**config.mk**
```make
export PLATFORM = sky130hd
export DESIGN_NAME = mmio_peripheral_responder
export DESIGN_NICKNAME = d
export VERILOG_FILES = /design/src/rtl/mmio_pkg.sv /design/src/rtl/mmio_tx_fifo.sv /design/src/rtl/mmio_peripheral_responder.sv
export SDC_FILE = /design/constraint.sdc
export NUM_CORES = 1
export LEC_CHECK = 0
export CAP_MARGIN = 20
export CORE_UTILIZATION = 40
export DETAILED_ROUTE_END_ITERATION = 10
export GPL_TIMING_DRIVEN = 0
export PLACE_DENSITY = 0.68
export SYNTH_ARGS = -nofsm -noshare
export SYNTH_HDL_FRONTEND = slang
export SYNTH_SLANG_ARGS = --single-unit
```
**constraint.sdc**
```tcl
create_clock -name clk -period 6.1 [get_ports clk]
set_input_delay 0.915 -clock clk [delete_from_list [all_inputs] [get_ports clk]]
set_output_delay 0.915 -clock clk [all_outputs]
set_load 0.05 [all_outputs]
```
**src/rtl/mmio_pkg.sv**
```systemverilog
// Shared definitions for the MMIO peripheral responder.
// Contents:
//   - the register map offsets;
//   - the request width encoding;
//   - the STATUS bit positions;
//   - byte-lane helpers used by sub-word stores.
package mmio_pkg;

   localparam logic [4:0] OFF_DISPLAY     = 5'h00;
   localparam logic [4:0] OFF_MTIME_LO    = 5'h04;
   localparam logic [4:0] OFF_MTIME_HI    = 5'h08;
   localparam logic [4:0] OFF_MTIMECMP_LO = 5'h0C;
   localparam logic [4:0] OFF_MTIMECMP_HI = 5'h10;
   localparam logic [4:0] OFF_STATUS      = 5'h14;
   localparam logic [4:0] OFF_TXDATA      = 5'h18;
   localparam logic [4:0] OFF_UNMAPPED    = 5'h1C;

   typedef enum logic [1:0] {
      W_BYTE    = 2'b00,
      W_HALF    = 2'b01,
      W_WORD    = 2'b10,
      W_ILLEGAL = 2'b11
   } req_width_e;

   localparam int STATUS_IRQ_BIT   = 0;
   localparam int STATUS_FULL_BIT  = 1;
   localparam int STATUS_EMPTY_BIT = 2;
   localparam int STATUS_COUNT_LSB = 4;

   // Byte lanes touched by an access of the given width at the given byte offset
   function automatic logic [3:0] laneMask(input req_width_e width, input logic [1:0] addrLo);
      logic [3:0] mask;
      case (width)
         W_BYTE:  mask = 4'b0001 << addrLo;
         W_HALF:  mask = 4'b0011 << addrLo;
         default: mask = 4'b1111;
      endcase
      return mask;
   endfunction

   // Replace only the enabled byte lanes of oldVal with those of newVal
   function automatic logic [31:0] mergeLanes(input logic [31:0] oldVal, input logic [31:0] newVal,
                                              input logic [3:0] mask);
      logic [31:0] result;
      result = oldVal;
      for (int i = 0; i < 4; i++) begin
         if (mask[i]) result[8*i +: 8] = newVal[8*i +: 8];
      end
      return result;
   endfunction

endpackage

```
**src/rtl/mmio_tx_fifo.sv**
```systemverilog
// Byte TX FIFO: circular buffer with an occupancy count.
// A pop frees its slot in the same cycle, so a push to a full FIFO
// is accepted when a pop happens alongside it.
// The head is forced to zero while empty so stale data never leaks out.
module mmio_tx_fifo
   import mmio_pkg::*;
#(
   parameter int FIFO_DEPTH = 4
) (
   input  logic                            clk,
   input  logic                            rst,
   input  logic                            push_i,
   input  logic [7:0]                      push_data_i,
   input  logic                            pop_i,
   output logic                            full_o,
   output logic                            empty_o,
   output logic [$clog2(FIFO_DEPTH):0]     count_o,
   output logic [7:0]                      head_o
);

   localparam int PW = $clog2(FIFO_DEPTH);
   localparam int CW = PW + 1;

   logic [7:0]    mem_q [FIFO_DEPTH];
   logic [PW-1:0] rdPtr_q, wrPtr_q;
   logic [CW-1:0] count_q;
   logic          pushEff, popEff;

   assign empty_o = (count_q == '0);
   assign full_o  = (count_q == CW'(FIFO_DEPTH));
   assign count_o = count_q;
   assign head_o  = empty_o ? 8'h00 : mem_q[rdPtr_q];
   assign popEff  = pop_i && !empty_o;
   assign pushEff = push_i && (!full_o || popEff);

   // Pointer and occupancy bookkeeping; pointers wrap naturally at a power-of-two depth
   always_ff @(posedge clk or posedge rst) begin
      if (rst) begin
         rdPtr_q <= '0;
         wrPtr_q <= '0;
         count_q <= '0;
      end else begin
         if (pushEff) wrPtr_q <= wrPtr_q + PW'(1);
         if (popEff)  rdPtr_q <= rdPtr_q + PW'(1);
         if (pushEff && !popEff)      count_q <= count_q + CW'(1);
         else if (popEff && !pushEff) count_q <= count_q - CW'(1);
      end
   end

   // Storage needs no reset: the count alone decides what is valid
   always_ff @(posedge clk) begin
      if (pushEff) mem_q[wrPtr_q] <= push_data_i;
   end

endmodule

```
**src/rtl/mmio_peripheral_responder.sv**
```systemverilog
// MMIO peripheral responder on the LSU load/store path.
// Registers: DISPLAY, 64-bit mtime/mtimecmp timer, STATUS, TXDATA byte FIFO.
// Every request that hits the 32-byte window gets a registered response
// one cycle later. Any error response suppresses all side effects.
// Optional timer: define MMIO_TIMER_EN to build the timer. Without it,
// the timer offsets read 0 and ignore writes, and timer_irq is tied to 0.
module mmio_peripheral_responder
   import mmio_pkg::*;
#(
   parameter logic [31:0] BASE_ADDR  = 32'h0000_2000,
   parameter int          FIFO_DEPTH = 4
) (
   input  logic        clk,
   input  logic        rst,
   input  logic        req_valid,
   input  logic        req_we,
   input  logic [1:0]  req_width,
   input  logic [31:0] req_addr,
   input  logic [31:0] req_wdata,
   output logic        rsp_valid,
   output logic [31:0] rsp_rdata,
   output logic        rsp_err,
   output logic [31:0] display_value,
   output logic        timer_irq,
   output logic        tx_valid,
   input  logic        tx_ready,
   output logic [7:0]  tx_data
);

   localparam int CW = $clog2(FIFO_DEPTH) + 1;

   req_width_e    widthE;
   logic [2:0]    regIdx;
   logic          hit, reqErr, doWrite, doRead, fifoPush;
   logic [3:0]    laneEn;
   logic [31:0]   wdataAligned, readWord, statusWord, rdata_d;
   logic [31:0]   display_q, display_d;
   logic [31:0]   mtimeLoRd, mtimeHiRd, cmpLoRd, cmpHiRd;
   logic          fifoFull, fifoEmpty, timerIrq;
   logic [CW-1:0] fifoCount;
   logic [7:0]    fifoHead;
   logic          rspValid_q, rspErr_q;
   logic [31:0]   rspRdata_q;

   assign widthE       = req_width_e'(req_width);
   assign regIdx       = req_addr[4:2];
   assign hit          = req_valid && (req_addr[31:5] == BASE_ADDR[31:5]);
   assign laneEn       = laneMask(widthE, req_addr[1:0]);
   assign wdataAligned = req_wdata << {req_addr[1:0], 3'b000};

   // Error classification; a push into a full FIFO only fails when no pop frees a slot
   always_comb begin
      reqErr = 1'b0;
      if (widthE == W_ILLEGAL)                                   reqErr = 1'b1;
      if ((widthE == W_HALF) && req_addr[0])                     reqErr = 1'b1;
      if ((widthE == W_WORD) && (req_addr[1:0] != 2'b00))        reqErr = 1'b1;
      if (regIdx == OFF_UNMAPPED[4:2])                           reqErr = 1'b1;
      if (req_we && (regIdx == OFF_TXDATA[4:2]) && fifoFull && !tx_ready) reqErr = 1'b1;
      doWrite  = hit && req_we && !reqErr;
      doRead   = hit && !req_we && !reqErr;
      fifoPush = doWrite && (regIdx == OFF_TXDATA[4:2]);
   end

   // DISPLAY register next value with byte-lane merge on stores
   always_comb begin
      display_d = display_q;
      if (doWrite && (regIdx == OFF_DISPLAY[4:2])) display_d = mergeLanes(display_q, wdataAligned, laneEn);
   end

`ifdef MMIO_TIMER_EN
   logic [63:0] mtime_q, mtime_d, cmp_q, cmp_d;
   logic [31:0] shadow_q, shadow_d;
   logic        irq_q;

   // Timer next state: free-running increment, written lanes override it, LO loads snapshot HI
   always_comb begin
      mtime_d  = mtime_q + 64'd1;
      cmp_d    = cmp_q;
      shadow_d = shadow_q;
      if (doWrite && (regIdx == OFF_MTIME_LO[4:2]))    mtime_d[31:0]  = mergeLanes(mtime_d[31:0], wdataAligned, laneEn);
      if (doWrite && (regIdx == OFF_MTIME_HI[4:2]))    mtime_d[63:32] = mergeLanes(mtime_d[63:32], wdataAligned, laneEn);
      if (doWrite && (regIdx == OFF_MTIMECMP_LO[4:2])) cmp_d[31:0]    = mergeLanes(cmp_q[31:0], wdataAligned, laneEn);
      if (doWrite && (regIdx == OFF_MTIMECMP_HI[4:2])) cmp_d[63:32]   = mergeLanes(cmp_q[63:32], wdataAligned, laneEn);
      if (doRead && (regIdx == OFF_MTIME_LO[4:2]))     shadow_d       = mtime_q[63:32];
   end

   // Timer registers; the interrupt lags the comparison by one cycle
   always_ff @(posedge clk or posedge rst) begin
      if (rst) begin
         mtime_q  <= '0;
         cmp_q    <= '1;
         shadow_q <= '0;
         irq_q    <= 1'b0;
      end else begin
         mtime_q  <= mtime_d;
         cmp_q    <= cmp_d;
         shadow_q <= shadow_d;
         irq_q    <= (mtime_q >= cmp_q);
      end
   end

   assign timerIrq  = irq_q;
   assign mtimeLoRd = mtime_q[31:0];
   assign mtimeHiRd = shadow_q;
   assign cmpLoRd   = cmp_q[31:0];
   assign cmpHiRd   = cmp_q[63:32];
`else
   assign timerIrq  = 1'b0;
   assign mtimeLoRd = '0;
   assign mtimeHiRd = '0;
   assign cmpLoRd   = '0;
   assign cmpHiRd   = '0;
`endif

   // STATUS word assembly; the count field holds the low four bits of the occupancy
   always_comb begin
      statusWord                                         = '0;
      statusWord[STATUS_IRQ_BIT]                         = timerIrq;
      statusWord[STATUS_FULL_BIT]                        = fifoFull;
      statusWord[STATUS_EMPTY_BIT]                       = fifoEmpty;
      statusWord[STATUS_COUNT_LSB +: 4]                  = 4'(fifoCount);
   end

   // Read mux, then right-align the addressed bytes for the LSU
   always_comb begin
      readWord = '0;
      case (regIdx)
         OFF_DISPLAY[4:2]:     readWord = display_q;
         OFF_MTIME_LO[4:2]:    readWord = mtimeLoRd;
         OFF_MTIME_HI[4:2]:    readWord = mtimeHiRd;
         OFF_MTIMECMP_LO[4:2]: readWord = cmpLoRd;
         OFF_MTIMECMP_HI[4:2]: readWord = cmpHiRd;
         OFF_STATUS[4:2]:      readWord = statusWord;
         default:              readWord = '0;
      endcase
      rdata_d = doRead ? (readWord >> {req_addr[1:0], 3'b000}) : '0;
   end

   // Response and DISPLAY registers; reset drops any in-flight response
   always_ff @(posedge clk or posedge rst) begin
      if (rst) begin
         rspValid_q <= 1'b0;
         rspErr_q   <= 1'b0;
         rspRdata_q <= '0;
         display_q  <= '0;
      end else begin
         rspValid_q <= hit;
         rspErr_q   <= hit && reqErr;
         rspRdata_q <= rdata_d;
         display_q  <= display_d;
      end
   end

   mmio_tx_fifo #(.FIFO_DEPTH(FIFO_DEPTH)) uTxFifo (
      .clk         (clk),
      .rst         (rst),
      .push_i      (fifoPush),
      .push_data_i (req_wdata[7:0]),
      .pop_i       (tx_ready),
      .full_o      (fifoFull),
      .empty_o     (fifoEmpty),
      .count_o     (fifoCount),
      .head_o      (fifoHead)
   );

   assign rsp_valid     = rspValid_q;
   assign rsp_err       = rspErr_q;
   assign rsp_rdata     = rspRdata_q;
   assign display_value = display_q;
   assign timer_irq     = timerIrq;
   assign tx_valid      = !fifoEmpty;
   assign tx_data       = fifoHead;

endmodule

```
==> flow_metrics.env <==
export IMPL_synth_common_cells="dfrtp_1 (73), mux2_2 (34), mux2i_1 (34), nor2_1 (33), edfxtp_1 (32)"
export IMPL_fp_dieW_um=118
export IMPL_power_density_mw_per_mm2=252
export IMPL_max_cap_viol_count=0
export IMPL_status="finished clean"
export IMPL_wl_per_cell_um=21.1
export IMPL_clk_latency_ns=0.35
export IMPL_vias=4258
export IMPL_critPathKind="reg2out"
export IMPL_clockBufferDepth=2
export IMPL_gp_congestion=0.897
export IMPL_dominantRegCellSynth="dfrtp_1"
export IMPL_synth_cell_types=52
export IMPL_drv_slew=0
export IMPL_fin_setup_tns_ns=0
export IMPL_clock_skew_ns=0.00849
export IMPL_critPathLaunchType="flop"
export IMPL_post_cts_buffers=0
export IMPL_rsz0062_at_grt="no"
export IMPL_antenna_left=0
export IMPL_drc=0
export IMPL_drive_gt1_frac=0.184
export IMPL_yosysWarnings=0
export IMPL_synthCells=421
export IMPL_end_kind="primary output"
export IMPL_cts_buffers=9
export IMPL_fin_nets=655
export IMPL_first_pass_iters=5
export IMPL_avgViaCountPerCell=5.64
export IMPL_grt_util_all_layers=0.234
export IMPL_setup_violations=0
export IMPL_synth_most_common_cell="dfrtp_1"
export IMPL_hold_class="reg2reg"
export IMPL_core_area_mm2=0.0129
export IMPL_finalHoldViolations=0
export IMPL_die_y_um=118
export IMPL_syn_cell_area_mm2=0.00537
export IMPL_r2r_setup_slack_ns=3.69
export IMPL_dieArea_mm2=0.0139
export IMPL_tightest_slew_ns=1.00
export IMPL_grt_ovfl_total=0
export IMPL_max_slew_margin=0.333
export IMPL_cts_resized=0
export IMPL_synth_net_count=498
export IMPL_timing_final_crit_period_ns=3.64
export IMPL_ys_seq_area_frac=0.519
export IMPL_max_freq_mhz=274
export IMPL_grt_pass1_wl_um=24500
export IMPL_cts_root_buf="clkbuf_16"
export IMPL_post_dp_hpwl_um=11400
export IMPL_cts_sinks=105
export IMPL_areaGrowthSynthToFinish_pct=37.1
export IMPL_start_util=0.417
export IMPL_drt_iter0_markers=343
export IMPL_clk_pin_slew_ns=0.08
export IMPL_cts_htree_levels=3
export IMPL_yosys_area_top_type_share=0.340
export IMPL_first_global_vias=4331
export IMPL_cp_data_arrival_time_ns=2.73
export IMPL_syn_avg_cell_area_um2=12.8
export IMPL_cts_tree="yes"
export IMPL_instances_no_fill=755
export IMPL_io_buffers=145
export IMPL_synthArstFlopShare=0.695
export IMPL_fin_crit_sh=0.597
export IMPL_synth_seq_cells=105
export IMPL_std_cell_rows=41
export IMPL_grt_max_degree=58
export IMPL_path_max_fanout=10
export IMPL_synth_top_area_cell="dfrtp_1"
export IMPL_ir_drop_v=0.000143
export IMPL_synth_edff_count=32
export IMPL_dp_cells=739
export IMPL_p_leak_uw=0.00287
export IMPL_wirelength_um=16000
export IMPL_hold_buffers=0
export IMPL_antenna_found_initial=0
export IMPL_diodes=0
export IMPL_ios=147
export IMPL_worstPathRequired_ns=5.18
export IMPL_ys_top_cells_by_area="dfrtp_1 (34%), edfxtp_1 (18%), mux2_2 (7.1%)"
-- sequential cells by signal, indices dropped and copies added, names as in the netlist --
register,flops
display_value,32
rsp_err,1
rsp_rdata,32
rsp_valid,1
uTxFifo.count_o,3
uTxFifo.mem_q,32
uTxFifo.rdPtr_q,2
uTxFifo.wrPtr_q,2
-- final cells by class --
class / instances / area, µm²
plain buffers: 30 / 139
clock buffers: 9 / 225
clock inverters: 7 / 70.1
fillers: 1077 / 5510
inverters: 6 / 25.0
multi-input cells: 280 / 2420
flip-flops and latches: 105 / 2790
well taps: 172 / 215
repair buffers: 146 / 1480
-- per-stage QoR --
stage / cell area, µm² / utilization / power, µW / setup WS (ns) / hold slack [ns]
finish: 7360 / 0.572 / 1860 / 2.46 / 0.552
global route: 7360 / 0.572 / 1920 / 2.30 / 0.580
CTS: 7360 / 0.572 / 1870 / 2.39 / 0.555
detailed placement: 7070 / 0.549 / 1300 / 2.11 / 0.537
global placement: 7040 / 0.547 / 1290 / 2.08 / 0.532
floorplan: 5370 / - / 1110 / 2.93 / 0.534
-- path summary, 6_finish.rpt --
check	startpoint	end	cells past startpoint
max	uTxFifo.rdPtr_q[0]$_DFFE_PP0P_	tx_data[5]	4
min	display_value[7]$_DFFE_PP0P_	display_value[7]$_DFFE_PP0P_	1
max reg2reg	uTxFifo.count_o[2]$_DFFE_PP0P_	uTxFifo.count_o[2]$_DFFE_PP0P_	9
min reg2reg	display_value[7]$_DFFE_PP0P_	display_value[7]$_DFFE_PP0P_	1
max in group asynchronous	rst	uTxFifo.rdPtr_q[0]$_DFFE_PP0P_	3
min in group asynchronous	rst	display_value[11]$_DFFE_PP0P_	2
-- metal layers --
layer	part of all wire	GRT usage	up-vias
met5	0	0	-
met4	0.032	0.113	0
met3	0.061	0.0426	41
met2	0.49	0.372	200
met1	0.42	0.307	2134
li1	-	-	1883
-- critical path: stages (launching register included) --
cell	delay (ns)
dfrtp_1	0.32
clkbuf_1	0.60
mux4_2	0.59
and2_1	0.18
clkdlybuf4s50_1	0.70
-- power by group --
| group | switching [µW] | leakage (µW) | internal (µW) |
|---|---|---|---|
| Clock | 283 | 0.000142 | 289 |
| Sequential | 21.3 | 0.00129 | 743 |
| Combinational | 306 | 0.00144 | 217 |
| Total | 610 | 0.00287 | 1250 |
-- logic make-up after synthesis --
family | Yosys count | synth area share
AO/OA/AOI/OAI | 69 | 0.0906
XOR/XNOR | 6 | 0.00978
adder cells (fa/ha/maj) | 6 | 0.0154
buffers and inverters | 36 | 0.0300
flip-flops | 105 | 0.519
multiplexers | 76 | 0.168
other | 1 | 0.000698
AND/OR/NAND/NOR | 122 | 0.167
-- cells in the final DEF (no fill, tap or decap), types with 3 or more instances in the layout --
cell             instances
nor4_2                  10
xnor2_1                  5
nor3_2                  10
a211oi_1                14
dfrtp_1                 73
inv_6                    3
ha_1                     5
nand3_1                  9
a22o_1                   4
clkdlybuf4s50_1        145
nor4_4                   8
inv_1                    5
and2_1                  12
mux4_2                   8
buf_2                    6
mux2i_1                 34
a2111oi_2                4
clkbuf_1                19
edfxtp_1                32
nor3_1                   4
nor2b_1                 14
o211ai_1                 3
nor2_1                  33
a21oi_1                 18
o21ai_0                 14
clkbuf_16                9
nand2_1                 10
mux2_2                  34
Power figures use the tool's default switching activity.
